--- config.mk ---
export PLATFORM = sky130hd
export DESIGN_NAME = async_fifo_wr_ctrl
export DESIGN_NICKNAME = d
export VERILOG_FILES = /design/src/rtl/async_fifo_wr_ctrl_pkg.sv /design/src/rtl/async_fifo_wr_ctrl_gray2bin.sv /design/src/rtl/async_fifo_wr_ctrl.sv
export SDC_FILE = /design/constraint.sdc
export NUM_CORES = 1
export LEC_CHECK = 0
export CORE_MARGIN = 3
export CORE_UTILIZATION = 44
export CTS_CLUSTER_DIAMETER = 100
export DETAILED_ROUTE_END_ITERATION = 10
export GPL_TIMING_DRIVEN = 0
export PLACE_DENSITY = 0.81
export SLEW_MARGIN = 20
export SYNTH_ARGS = -nofsm -noshare
export SYNTH_HDL_FRONTEND = slang
export SYNTH_SLANG_ARGS = --single-unit
export TNS_END_PERCENT = 5
--- constraint.sdc ---
create_clock -name i_clk -period 3.61 [get_ports i_clk]
set_input_delay 0.722 -clock i_clk [delete_from_list [all_inputs] [get_ports i_clk]]
set_output_delay 0.722 -clock i_clk [all_outputs]
set_load 0.02 [all_outputs]
--- src/rtl/async_fifo_wr_ctrl_pkg.sv ---
// Shared definitions for the async FIFO pointer controllers (write and read side).
// Holds the default geometry and the binary-to-gray helper.
package async_fifo_wr_ctrl_pkg;

    localparam int ADDR_W_DEF    = 4;
    localparam int PTR_W_DEF     = ADDR_W_DEF + 1;
    localparam int AF_THRESH_DEF = 12;

    function automatic logic [31:0] bin2gray(input logic [31:0] b);
        return b ^ (b >> 1);
    endfunction

endpackage

--- src/rtl/async_fifo_wr_ctrl_gray2bin.sv ---
// Gray-to-binary converter: bit i is the XOR of every gray bit at or above i.
// Purely combinational and shared with the read-side controller.
module gray2bin #(
    parameter int WIDTH = 5
) (
    input  logic [WIDTH-1:0] i_gray,
    output logic [WIDTH-1:0] o_bin
);

    genvar gi;
    generate
        for (gi = 0; gi < WIDTH; gi++) begin : g_bit
            assign o_bin[gi] = ^i_gray[WIDTH-1:gi];
        end
    endgenerate

endmodule

--- src/rtl/async_fifo_wr_ctrl.sv ---
// Write-side pointer / full-flag controller for the async UART FIFO.
// Drives the RAM write port and publishes a registered gray write pointer.
module async_fifo_wr_ctrl
    import async_fifo_wr_ctrl_pkg::*;
#(
    parameter int ADDR_W    = ADDR_W_DEF,
    parameter int AF_THRESH = AF_THRESH_DEF
) (
    input  logic              i_clk,
    input  logic              i_reset,
    input  logic              i_wr_req,
    input  logic [ADDR_W:0]   i_rd_ptr_gray_s,
    input  logic              i_ovf_clr,
    output logic              o_mem_we,
    output logic [ADDR_W-1:0] o_mem_waddr,
    output logic [ADDR_W:0]   o_wr_ptr_gray,
    output logic              o_full,
    output logic              o_almost_full,
    output logic [ADDR_W:0]   o_level,
    output logic              o_overflow
);

    localparam int PTR_W = ADDR_W + 1;

    logic [PTR_W-1:0] r_wr_ptr_bin;
    logic [PTR_W-1:0] r_wr_ptr_gray;
    logic [PTR_W-1:0] r_level;
    logic             r_full;
    logic             r_almost_full;
    logic             r_overflow;

    logic             w_accept;
    logic [PTR_W-1:0] w_bin_next;
    logic [PTR_W-1:0] w_gray_next;
    logic [PTR_W-1:0] w_full_cmp;
    logic [PTR_W-1:0] w_rd_bin;
    logic [PTR_W-1:0] w_level_next;
    logic             w_full_next;
    logic             w_af_next;

    gray2bin #(.WIDTH(PTR_W)) u_rd_g2b (
        .i_gray (i_rd_ptr_gray_s),
        .o_bin  (w_rd_bin)
    );

    // Reset suppresses the RAM strobe so nothing lands in memory during reset.
    assign w_accept    = i_wr_req & ~r_full & ~i_reset;
    assign w_bin_next  = r_wr_ptr_bin + PTR_W'(w_accept);
    assign w_gray_next = PTR_W'(bin2gray(32'(w_bin_next)));

    // Full when the next write pointer is one lap ahead of the read pointer:
    // in gray code that means the top two bits inverted, the rest equal.
    assign w_full_cmp   = {~i_rd_ptr_gray_s[PTR_W-1:PTR_W-2], i_rd_ptr_gray_s[PTR_W-3:0]};
    assign w_full_next  = (w_gray_next == w_full_cmp);
    assign w_level_next = w_bin_next - w_rd_bin;
    assign w_af_next    = (32'(w_level_next) >= 32'(AF_THRESH));

    always_ff @(posedge i_clk) begin
        if (i_reset) begin
            r_wr_ptr_bin  <= '0;
            r_wr_ptr_gray <= '0;
            r_full        <= 1'b0;
            r_almost_full <= 1'b0;
            r_level       <= '0;
            r_overflow    <= 1'b0;
        end else begin
            r_wr_ptr_bin  <= w_bin_next;
            r_wr_ptr_gray <= w_gray_next;
            r_full        <= w_full_next;
            r_almost_full <= w_af_next;
            r_level       <= w_level_next;
            // A rejected write outranks a clear arriving in the same cycle.
            if (i_wr_req & r_full)
                r_overflow <= 1'b1;
            else if (i_ovf_clr)
                r_overflow <= 1'b0;
        end
    end

    assign o_mem_we      = w_accept;
    assign o_mem_waddr   = r_wr_ptr_bin[ADDR_W-1:0];
    assign o_wr_ptr_gray = r_wr_ptr_gray;
    assign o_full        = r_full;
    assign o_almost_full = r_almost_full;
    assign o_level       = r_level;
    assign o_overflow    = r_overflow;

endmodule

======== Word-level counts from Yosys, hierarchy flattened ========
Index checks and enable logic that the tools add are counted.
cells by class
  $add $sub $neg .......................... 2
  $lt $le $gt $ge ......................... 1
  equality and inequality tests ........... 1
  multiplexer cells ....................... 2
  bitwise gates (word level) .............. 7
  reduce and logical (&&, ||, !) cells .... 5
operators by type and width
  kind                                                 number
  adder 5 x 1 -> 5 bit                                 1
  equality test 5 bit                                  1
  >= comparator 5 x 4 -> 1 bit, second input constant  1
  XOR reduction 5 bit                                  1
  subtractor 5 bit                                     1
  XOR 5 x 4 -> 5 bit                                   1
  XOR reduction 4 bit                                  1
  AND 1 bit                                            3
  XOR reduction 3 bit                                  1
  2-to-1 mux 1 bit                                     2
  NOT 1 bit                                            2
  NOT 2 bit                                            1
  nonzero test 2 bit                                   1
  XOR reduction 2 bit                                  1
word-level totals
  register bits ........................... 18
  output and inout port bits .............. 18

======== Depth between registers and ports, before layout ========
  depth in word-level cells ............... 6
  depth in mapped cells ................... 11
  mapped depth without buffers ............ 10

======== By module ========
A second synthesis with hierarchy kept.
unflattened totals
  cell total of the unflattened synthesis .. 85
  area total of the unflattened synthesis .. 869.6 µm²
by module, submodules not included
  module              instances  cells an instance  area each (µm²)
  async_fifo_wr_ctrl  1          79                 797.0
  gray2bin            1          6                  72.6

======== Worst setup path after synthesis ========
OpenSTA, ideal clock, no wires.
  path type ............................... input to register
  from .................................... in i_reset
  to ...................................... reg r_almost_full (netlist: o_almost_full)
  setup time .............................. 130 ps
  arrival ................................. 3271 ps
  data required time ...................... 3480 ps
  setup slack ............................. 209 ps
  stages .................................. 11
  buffers on the path ..................... 1
  cell sequence ........................... clkbuf_1 > nor3b_1 > ha_1 > inv_1 > ha_1 > inv_1 > fa_1 > maj3_2 > a21oi_2 > xnor2_1 > o22ai_1
on the way
  cells in the longest elaborated chain, start to end .. 5
RTL lines
  item                          RTL line                  source
  start, declared               async_fifo_wr_ctrl.sv:10  input logic i_reset,
  NOT 1 bit                     async_fifo_wr_ctrl.sv:47  assign w_accept = i_wr_req & ~r_full & ~i_reset;
  AND 1 bit                     async_fifo_wr_ctrl.sv:47
  via o_mem_we                  async_fifo_wr_ctrl.sv:14  output logic o_mem_we,
  adder 5 x 1 -> 5 bit          async_fifo_wr_ctrl.sv:48  assign w_bin_next = r_wr_ptr_bin + PTR_W'(w_accept);
  via w_bin_next[0]             async_fifo_wr_ctrl.sv:33  logic [PTR_W-1:0] w_bin_next;
  subtractor 5 bit              async_fifo_wr_ctrl.sv:55  assign w_level_next = w_bin_next - w_rd_bin;
  >= comparator 5 x 4 -> 1 bit  async_fifo_wr_ctrl.sv:56  assign w_af_next = (32'(w_level_next) >= 32'(AF_THRESH));
  end signal, assigned          async_fifo_wr_ctrl.sv:70  r_almost_full <= w_af_next;
  end, declared                 async_fifo_wr_ctrl.sv:29  logic r_almost_full;
The timed path passes the listed nets, and every way through them passes these cells.
A chain may end at the register's enable or synchronous reset.

======== Worst setup path after layout ========
  from .................................... in i_rd_ptr_gray_s[2]
  to ...................................... reg r_almost_full (netlist: o_almost_full)
on the way
  cells in the longest elaborated chain, start to end .. 3
RTL lines
  item                                         RTL line                           source
  start, declared                              async_fifo_wr_ctrl.sv:12           input logic [ADDR_W:0] i_rd_ptr_gray_s,
  XOR reduction 5 bit (tied with other cells)  async_fifo_wr_ctrl_gray2bin.sv:13  assign o_bin[gi] = ^i_gray[WIDTH-1:gi];
  subtractor 5 bit *                           async_fifo_wr_ctrl.sv:55
  >= comparator 5 x 4 -> 1 bit *               async_fifo_wr_ctrl.sv:56
Every way passes the cells marked *; elsewhere a longest branch is shown, timed or not.

==> metrics.txt <==
# TYPE chip_impl_metric gauge
chip_impl_metric{name="post_synth.cell_area_avg",unit="µm²"} 9.98
chip_impl_metric{name="grt_first_pass_wirelength",unit="µm"} 2930
chip_impl_metric{name="synthArstFlopShare",unit="%"} 0
chip_impl_info{name="crit_path_top_delay_cell",value="sky130_fd_sc_hd__clkdlybuf4s50_1"} 1
chip_impl_metric{name="grt_antenna_before_repair",unit=""} 0
chip_impl_metric{name="drive_above_1_share",unit="%"} 7.96
chip_impl_metric{name="rrSetupSlack",unit="ns"} 1.02
chip_impl_metric{name="numPortBuffers",unit=""} 24
chip_impl_metric{name="critical_path.max_stage_delay",unit="ns"} 0.56
chip_impl_metric{name="fillers",unit=""} 161
chip_impl_info{name="hold_path_class",value="reg2reg"} 1
chip_impl_info{name="synth_top_cells_by_area",value="sky130_fd_sc_hd__dfxtp_1 40%, sky130_fd_sc_hd__xnor2_1 15%, sky130_fd_sc_hd__ha_1 7.4%"} 1
chip_impl_metric{name="grt_max_degree",unit=""} 11
chip_impl_metric{name="die_w",unit="µm"} 49.9
chip_impl_info{name="crit_path_start_kind",value="primary input"} 1
chip_impl_metric{name="timing.final.max_slew_violations",unit=""} 0
chip_impl_info{name="critPathMostFrequentCell",value="sky130_fd_sc_hd__xnor2_1"} 1
chip_impl_metric{name="cp_data_required_time",unit="ns"} 3.78
chip_impl_metric{name="numClockSinks",unit=""} 17
chip_impl_metric{name="start_util",unit="%"} 48.1
chip_impl_info{name="dominantRegCellSynth",value="sky130_fd_sc_hd__dfxtp_1"} 1
chip_impl_metric{name="slew_hr",unit="%"} 64.3
chip_impl_metric{name="cts_setup_buffers",unit=""} 0
chip_impl_metric{name="drc_violations_left",unit=""} 0
chip_impl_metric{name="drv.max_cap_violation_count",unit=""} 0
chip_impl_metric{name="logic_pwr_share",unit="%"} 33.8
chip_impl_metric{name="power.switching",unit="W"} 0.000140
chip_impl_metric{name="cts_buffers",unit=""} 3
chip_impl_metric{name="globalRoute.totalOverflow",unit=""} 0
chip_impl_metric{name="worstPathMaxFanout",unit=""} 3
chip_impl_metric{name="worst_slack",unit="ns"} 0.206
chip_impl_metric{name="diodes",unit=""} 0
chip_impl_metric{name="routabilityCongestion",unit=""} 0.782
chip_impl_metric{name="post_dp_cell_area",unit="mm²"} 0.00112
chip_impl_metric{name="grt_util_all_layers",unit="%"} 15.7
chip_impl_metric{name="worst_pin_slew",unit="ns"} 0.534
chip_impl_info{name="cp-end-kind",value="flop"} 1
chip_impl_metric{name="clock_insertion_delay_worst_skew",unit="ns"} 0.29
chip_impl_metric{name="synth_edf_count",unit=""} 0
chip_impl_metric{name="number_of_warnings_issued_by_yosys",unit=""} 0
chip_impl_metric{name="count_of_cell_types_in_the_netlist",unit=""} 26
chip_impl_metric{name="post_cts_hold_fix_bufs",unit=""} 0
chip_impl_metric{name="htree_num_levels",unit=""} 1
chip_impl_metric{name="worst-endpoint-arrival",unit="ns"} 3.57
chip_impl_metric{name="pwr-share-seq",unit="%"} 44.8
chip_impl_metric{name="die_h",unit="µm"} 49.9
chip_impl_metric{name="fin_nets",unit=""} 129
chip_impl_metric{name="vias_per_cell",unit=""} 4.62
chip_impl_metric{name="cts_buffer_depth",unit=""} 2
chip_impl_metric{name="internal-power",unit="W"} 0.000328
chip_impl_metric{name="p_leak",unit="nW"} 0.486
chip_impl_metric{name="synth_top_area_share",unit="%"} 40.1
chip_impl_metric{name="ios",unit=""} 27
chip_impl_metric{name="route.vias.total",unit=""} 638
chip_impl_metric{name="areaGrowthSynthToFinish",unit="%"} 36.0
chip_impl_info{name="clk_root_buffer_cell",value="sky130_fd_sc_hd__clkbuf_4"} 1
chip_impl_metric{name="fin_crit_sh",unit="%"} 94.3
chip_impl_metric{name="fp.coreArea",unit="mm²"} 0.00176
chip_impl_metric{name="syn_nets",unit=""} 100
chip_impl_metric{name="placement_rows",unit=""} 15
chip_impl_metric{name="synthesis.instances",unit=""} 85
chip_impl_metric{name="vias_in_the_first_global_route",unit=""} 700
chip_impl_metric{name="multi_input_area",unit="µm²"} 482
chip_impl_info{name="run_status",value="finished clean"} 1
chip_impl_metric{name="design.die.area",unit="mm²"} 0.00249
chip_impl_info{name="synth_top_cells_by_count",value="17 x sky130_fd_sc_hd__dfxtp_1, 15 x sky130_fd_sc_hd__xnor2_1, 11 x sky130_fd_sc_hd__nor2_1"} 1
chip_impl_info{name="worstSetupPathType",value="in2reg"} 1
chip_impl_metric{name="drt_first_iter_violations",unit=""} 1
chip_impl_metric{name="clockPowerShare",unit="%"} 21.4
chip_impl_metric{name="finalWorstPathRequiredPeriod",unit="ns"} 3.40
chip_impl_info{name="cpLargestDelayFamily",value="XOR/XNOR gates"} 1
chip_impl_metric{name="power.density",unit="mW/mm²"} 406
chip_impl_info{name="synthMostInstantiatedCell",value="sky130_fd_sc_hd__dfxtp_1"} 1
chip_impl_info{name="unrepaired_setup_endpoints_after_global_routing",value="no"} 1
chip_impl_metric{name="worst_case_clock_skew",unit="ns"} 0.00118
chip_impl_info{name="area_leader_netlist",value="sky130_fd_sc_hd__dfxtp_1"} 1
chip_impl_metric{name="timing.final.setup_violations",unit=""} 0
chip_impl_metric{name="final_hold_viol_count",unit=""} 0
chip_impl_metric{name="critical_path.n_buffers_inverters",unit=""} 2
chip_impl_metric{name="synth.ff_latch_count",unit=""} 17
chip_impl_metric{name="route.antenna.remaining_nets",unit=""} 0
chip_impl_metric{name="worst_setup_hold_path_clk_slew",unit="ns"} 0.09
chip_impl_metric{name="synthesis.area",unit="µm²"} 848
chip_impl_metric{name="routed_wirelength",unit="µm"} 1580
chip_impl_metric{name="p_sw_share",unit="%"} 29.8
chip_impl_metric{name="area.sequential",unit="µm²"} 340
chip_impl_info{name="cts_tree",value="done"} 1
chip_impl_metric{name="drtPass1Iterations",unit=""} 3
chip_impl_metric{name="synth.yosys.seq_area_share",unit="%"} 40.1
chip_impl_metric{name="stdcell_area",unit="mm²"} 0.00115
chip_impl_metric{name="detailedPlace.worstSlack",unit="ns"} -0.185
chip_impl_metric{name="clock.fmax",unit="MHz"} 294
chip_impl_info{name="path_cells",value="clkdlybuf4s50_1, xnor3_2, xor2_2, xnor2_1, ha_1, inv_1, fa_1, maj3_2, a21oi_2, xnor2_1, o22ai_1"} 1
chip_impl_metric{name="cts_repair_resize_count",unit=""} 0
chip_impl_metric{name="avgRoutedWirePerCell",unit="µm"} 11.4
chip_impl_metric{name="irDropWorstVdd",unit="V"} 0.000213
-- routing by layer --
metal | vias up | global-route usage, % | share of wire (%)
li1 | 329 | - | -
met1 | 288 | 18.2 | 44
met2 | 16 | 25.3 | 51
met3 | 5 | 3.02 | 2.2
met4 | 0 | 12.0 | 3.2
met5 | - | 0 | 0
-- area by class of cell --
class	instances	share of cell area (%)
multi-input cells	60	41.8
flip-flops and latches	17	29.5
repair buffers	24	20.8
well taps	25	2.71
clock buffers	4	2.28
inverters	5	1.63
plain buffers	3	1.30
-- placed cells by master, fill, tap and decap left out --
cell type	n
sky130_fd_sc_hd__clkdlybuf4s50_1	24
sky130_fd_sc_hd__dfxtp_1	17
sky130_fd_sc_hd__xnor2_1	15
sky130_fd_sc_hd__nor2_1	11
sky130_fd_sc_hd__inv_1	5
sky130_fd_sc_hd__ha_1	5
sky130_fd_sc_hd__xor2_1	4
sky130_fd_sc_hd__nor2b_1	4
sky130_fd_sc_hd__clkbuf_4	3
sky130_fd_sc_hd__nand3_1	2
sky130_fd_sc_hd__clkbuf_1	2
sky130_fd_sc_hd__nand2_1	2
sky130_fd_sc_hd__mux2i_1	2
sky130_fd_sc_hd__a21oi_1	2
sky130_fd_sc_hd__buf_4	1
sky130_fd_sc_hd__xnor3_2	1
sky130_fd_sc_hd__xor2_2	1
sky130_fd_sc_hd__buf_1	1
sky130_fd_sc_hd__maj3_2	1
sky130_fd_sc_hd__a21oi_2	1
sky130_fd_sc_hd__nor3_1	1
sky130_fd_sc_hd__and3_1	1
sky130_fd_sc_hd__or2_2	1
sky130_fd_sc_hd__o2111a_1	1
sky130_fd_sc_hd__maj3_1	1
sky130_fd_sc_hd__o22ai_1	1
sky130_fd_sc_hd__nand2b_1	1
sky130_fd_sc_hd__nor3b_1	1
sky130_fd_sc_hd__fa_1	1
-- power by group through the flow --
stage,combinational [W],clock [W],sequential (W)
after floorplan,0.0000760,0,0.000238
after global placement,0.000154,0,0.000214
after CTS,0.000158,0.000102,0.000210
after global routing,0.000174,0.000115,0.000212
after detailed placement,0.000157,0,0.000214
final,0.000158,0.000100,0.000210
-- flip-flops by register name, indices dropped and copies added, names as in the netlist --
signal,cells
o_almost_full,1
o_full,1
o_level,5
o_overflow,1
o_wr_ptr_gray,4
r_wr_ptr_bin,5
-- worst reg2reg max path, delay by kind of cell (launching register included) --
family                   cells  cell delay [ns]
AO/OA/AOI/OAI                2             0.26
XOR/XNOR                     1             0.16
adder cells (fa/ha/maj)      4             1.40
flip-flops                   1             0.33
AND/OR/NAND/NOR              1             0.31
-- kinds of logic (layout without fill, tap and decap cells) --
family	after synthesis	in the layout	synth area share, %
flip-flops	17	17	40.1
buffers and inverters	8	36	3.98
XOR/XNOR	21	21	23.5
AO/OA/AOI/OAI	5	5	4.28
adder cells (fa/ha/maj)	8	8	12.2
AND/OR/NAND/NOR	24	24	13.6
multiplexers	2	2	2.36
-- per-stage QoR --
stage	cells	TNS [ns]	utilization, %	hold WS [ns]	total power, W
after global placement	134	-0.243	63.5	0.455	0.000368
after global routing	138	0	65.4	0.513	0.000501
after detailed placement	134	-0.315	63.5	0.469	0.000371
after floorplan	85	0	-	0.542	0.000314
final	138	0	65.4	0.480	0.000468
after CTS	138	0	65.0	0.482	0.000470
-- final timing paths --
kind | startpoint | endpoint | cells after the start
max | i_rd_ptr_gray_s[2] | o_almost_full | 11
min reg2reg | o_overflow | o_overflow | 2
max reg2reg | o_full | o_almost_full | 8
min | o_overflow | o_overflow | 2
Power figures use the tool's default switching activity.
==> edit: new RTL, config.mk and constraints unchanged <==
Change the package constant `ADDR_W_DEF` from 4 to 3.
--- a/src/rtl/async_fifo_wr_ctrl_pkg.sv
+++ b/src/rtl/async_fifo_wr_ctrl_pkg.sv
@@ -4,3 +4,3 @@
 
-    localparam int ADDR_W_DEF    = 4;
+    localparam int ADDR_W_DEF    = 3;
     localparam int PTR_W_DEF     = ADDR_W_DEF + 1;
Interface: changed (resized i_rd_ptr_gray_s, o_level, o_mem_waddr and o_wr_ptr_gray); port bits go from 27 to 23. The function was not compared with the original's and may differ.
==> edit against the original RTL <==
  * Wire length fell by 7.0%
  * Synthesized area fell by 15%
  * Sequential cell count fell by 3
  * Combinational power fell by 16%
  * Die area fell by 13%
  * Final area fell by 13%
  * Largest power group unchanged
  * Largest cell class unchanged
  * Global-route usage rose by 0.73 points
  * Power fell by 17%
  * Setup slack improved by 0.025 ns
==> edit: results (changes against the original RTL) <==
register area share after synthesis=39.0% (was 40.1%); number of flops mapped to enable cells by yosys=0 (unchanged); Final #Nets=113 (was 129); worst-path fanout max=5 (was 3); dominant cells by area after synthesis=dfxtp_1 (39%), xnor2_1 (9.7%), ha_1 (7.0%), nor2_1 (5.2%), xor2_1 (4.9%) (was dfxtp_1 (40%), xnor2_1 (15%), ha_1 (7.4%), xor2_1 (5.2%), nor2_1 (4.9%)); share of cells above drive strength 1=11.1% (was 7.96%); biggest cell delay along the critical path=0.52 ns (was 0.56 ns); Netlist cell types=27 (was 26); number of global-route vias before repair=597 (was 700); port bufs=22 (was 24); run status=finished, final reports clean (unchanged); HPWL Detailed=1.20 mm; Critical Path Source=i_rd_ptr_gray_s[3] (was i_rd_ptr_gray_s[2]); clock latency on the worst-skew pair=0.27 ns (was 0.29 ns); Max VDD drop=0.217 mV (was 0.213 mV); GPL Wtd Cong=0.793 (was 0.782); antenna cells=0 (unchanged); Rel. slew slack=66.7% (was 64.3%); static leakage=0.431 nW (was 0.486 nW); initial drt markers=9 (was 1); first-pass GRT wire length=2.50 mm (was 2.93 mm); Commonest cells post-synth=dfxtp_1 (14), nor2_1 (10), xnor2_1 (8), ha_1 (4), xor2_1 (4) (was dfxtp_1 (17), xnor2_1 (15), nor2_1 (11)); 1st-pass router iterations=4 (was 3); total track usage=16.5% (was 15.7%); Max H-tree Level=1 (unchanged); Vias=596 (was 638); sw power=0.116 mW (was 0.140 mW); Syn Nets=85 (was 100); skew final=0.00211 ns (was 0.00118 ns); number of fill cells in the layout=111 (was 161); drt wl/cell=12.9 um (was 11.4 um)
edit: final timing paths:
check                        to  slack (ns)  cells after the start
setup / recovery  o_almost_full        0.23                     10
hold / removal       o_overflow        0.47                      2
setup reg to reg  o_almost_full        0.85                     10
hold reg to reg      o_overflow        0.47                      2
edit: cell families after synthesis:
group	after synthesis	share of synthesized area [%]
AOI/OAI and AO/OA	7	7.65
xor gates and xnor gates	13	17.7
adders and majority gates	6	9.74
buffers and inverters	4	2.09
DFF	14	39.0
muxes	3	5.04
and+or+nand+nor	26	18.8
edit: routing by layer:
layer,track usage (%),routed length (um),up-vias
li1,-,-,299
met1,18.3,597,277
met4,7.95,40,0
met5,0,0,-
met3,4.30,65,4
met2,28.6,767,16
edit: cell type report:
cell class / count / area [sq um] / area share (%)
Buffer: 2 / 8.76 / 0.872
Clock buffer: 3 / 22.5 / 2.24
Inverter: 2 / 7.51 / 0.747
Multi-Input combinational cell: 55 / 437 / 43.5
Sequential cell: 14 / 280 / 27.9
Tap cell: 15 / 18.8 / 1.87
Timing Repair Buffer: 23 / 230 / 22.9
edit: power by group through the flow:
stage	combinational [mW]	clock [mW]	sequential (mW)
after floorplan	0.0607	0	0.194
after global placement	0.125	0	0.175
after detailed placement	0.130	0	0.176
after CTS	0.130	0.0889	0.172
after global routing	0.144	0.0947	0.173
final	0.132	0.0859	0.172
edit: worst reg2reg max path, delay by kind of cell (launching register included):
family,cells,cell delay (ns)
fa+ha+maj,3,0.66
simple gates,3,0.64
compound gates,1,0.35
flops,1,0.34
mux,1,0.26
xor+xnor,1,0.21
buf+inv,1,0.20
edit: metrics by stage:
step           power, mW  instances  hold WS, ns  area, sq um  setup slack [ns]
2_1_floorplan      0.254         73        0.547          719             0.132
6_report           0.390        114        0.472         1000             0.231
4_1_cts            0.391        113        0.474          981           0.00121
3_5_place_dp       0.305        110        0.463          958            -0.252
5_1_grt            0.411        114        0.499         1000            0.0430
3_3_place_gp       0.300        110        0.462          958            -0.164
edit: what timing repair did:
action,in CTS,in global routing
setup buffers,0,1
setup endpoints to repair,0,1
gates resized for setup,0,5
hold endpoints to repair,0,0
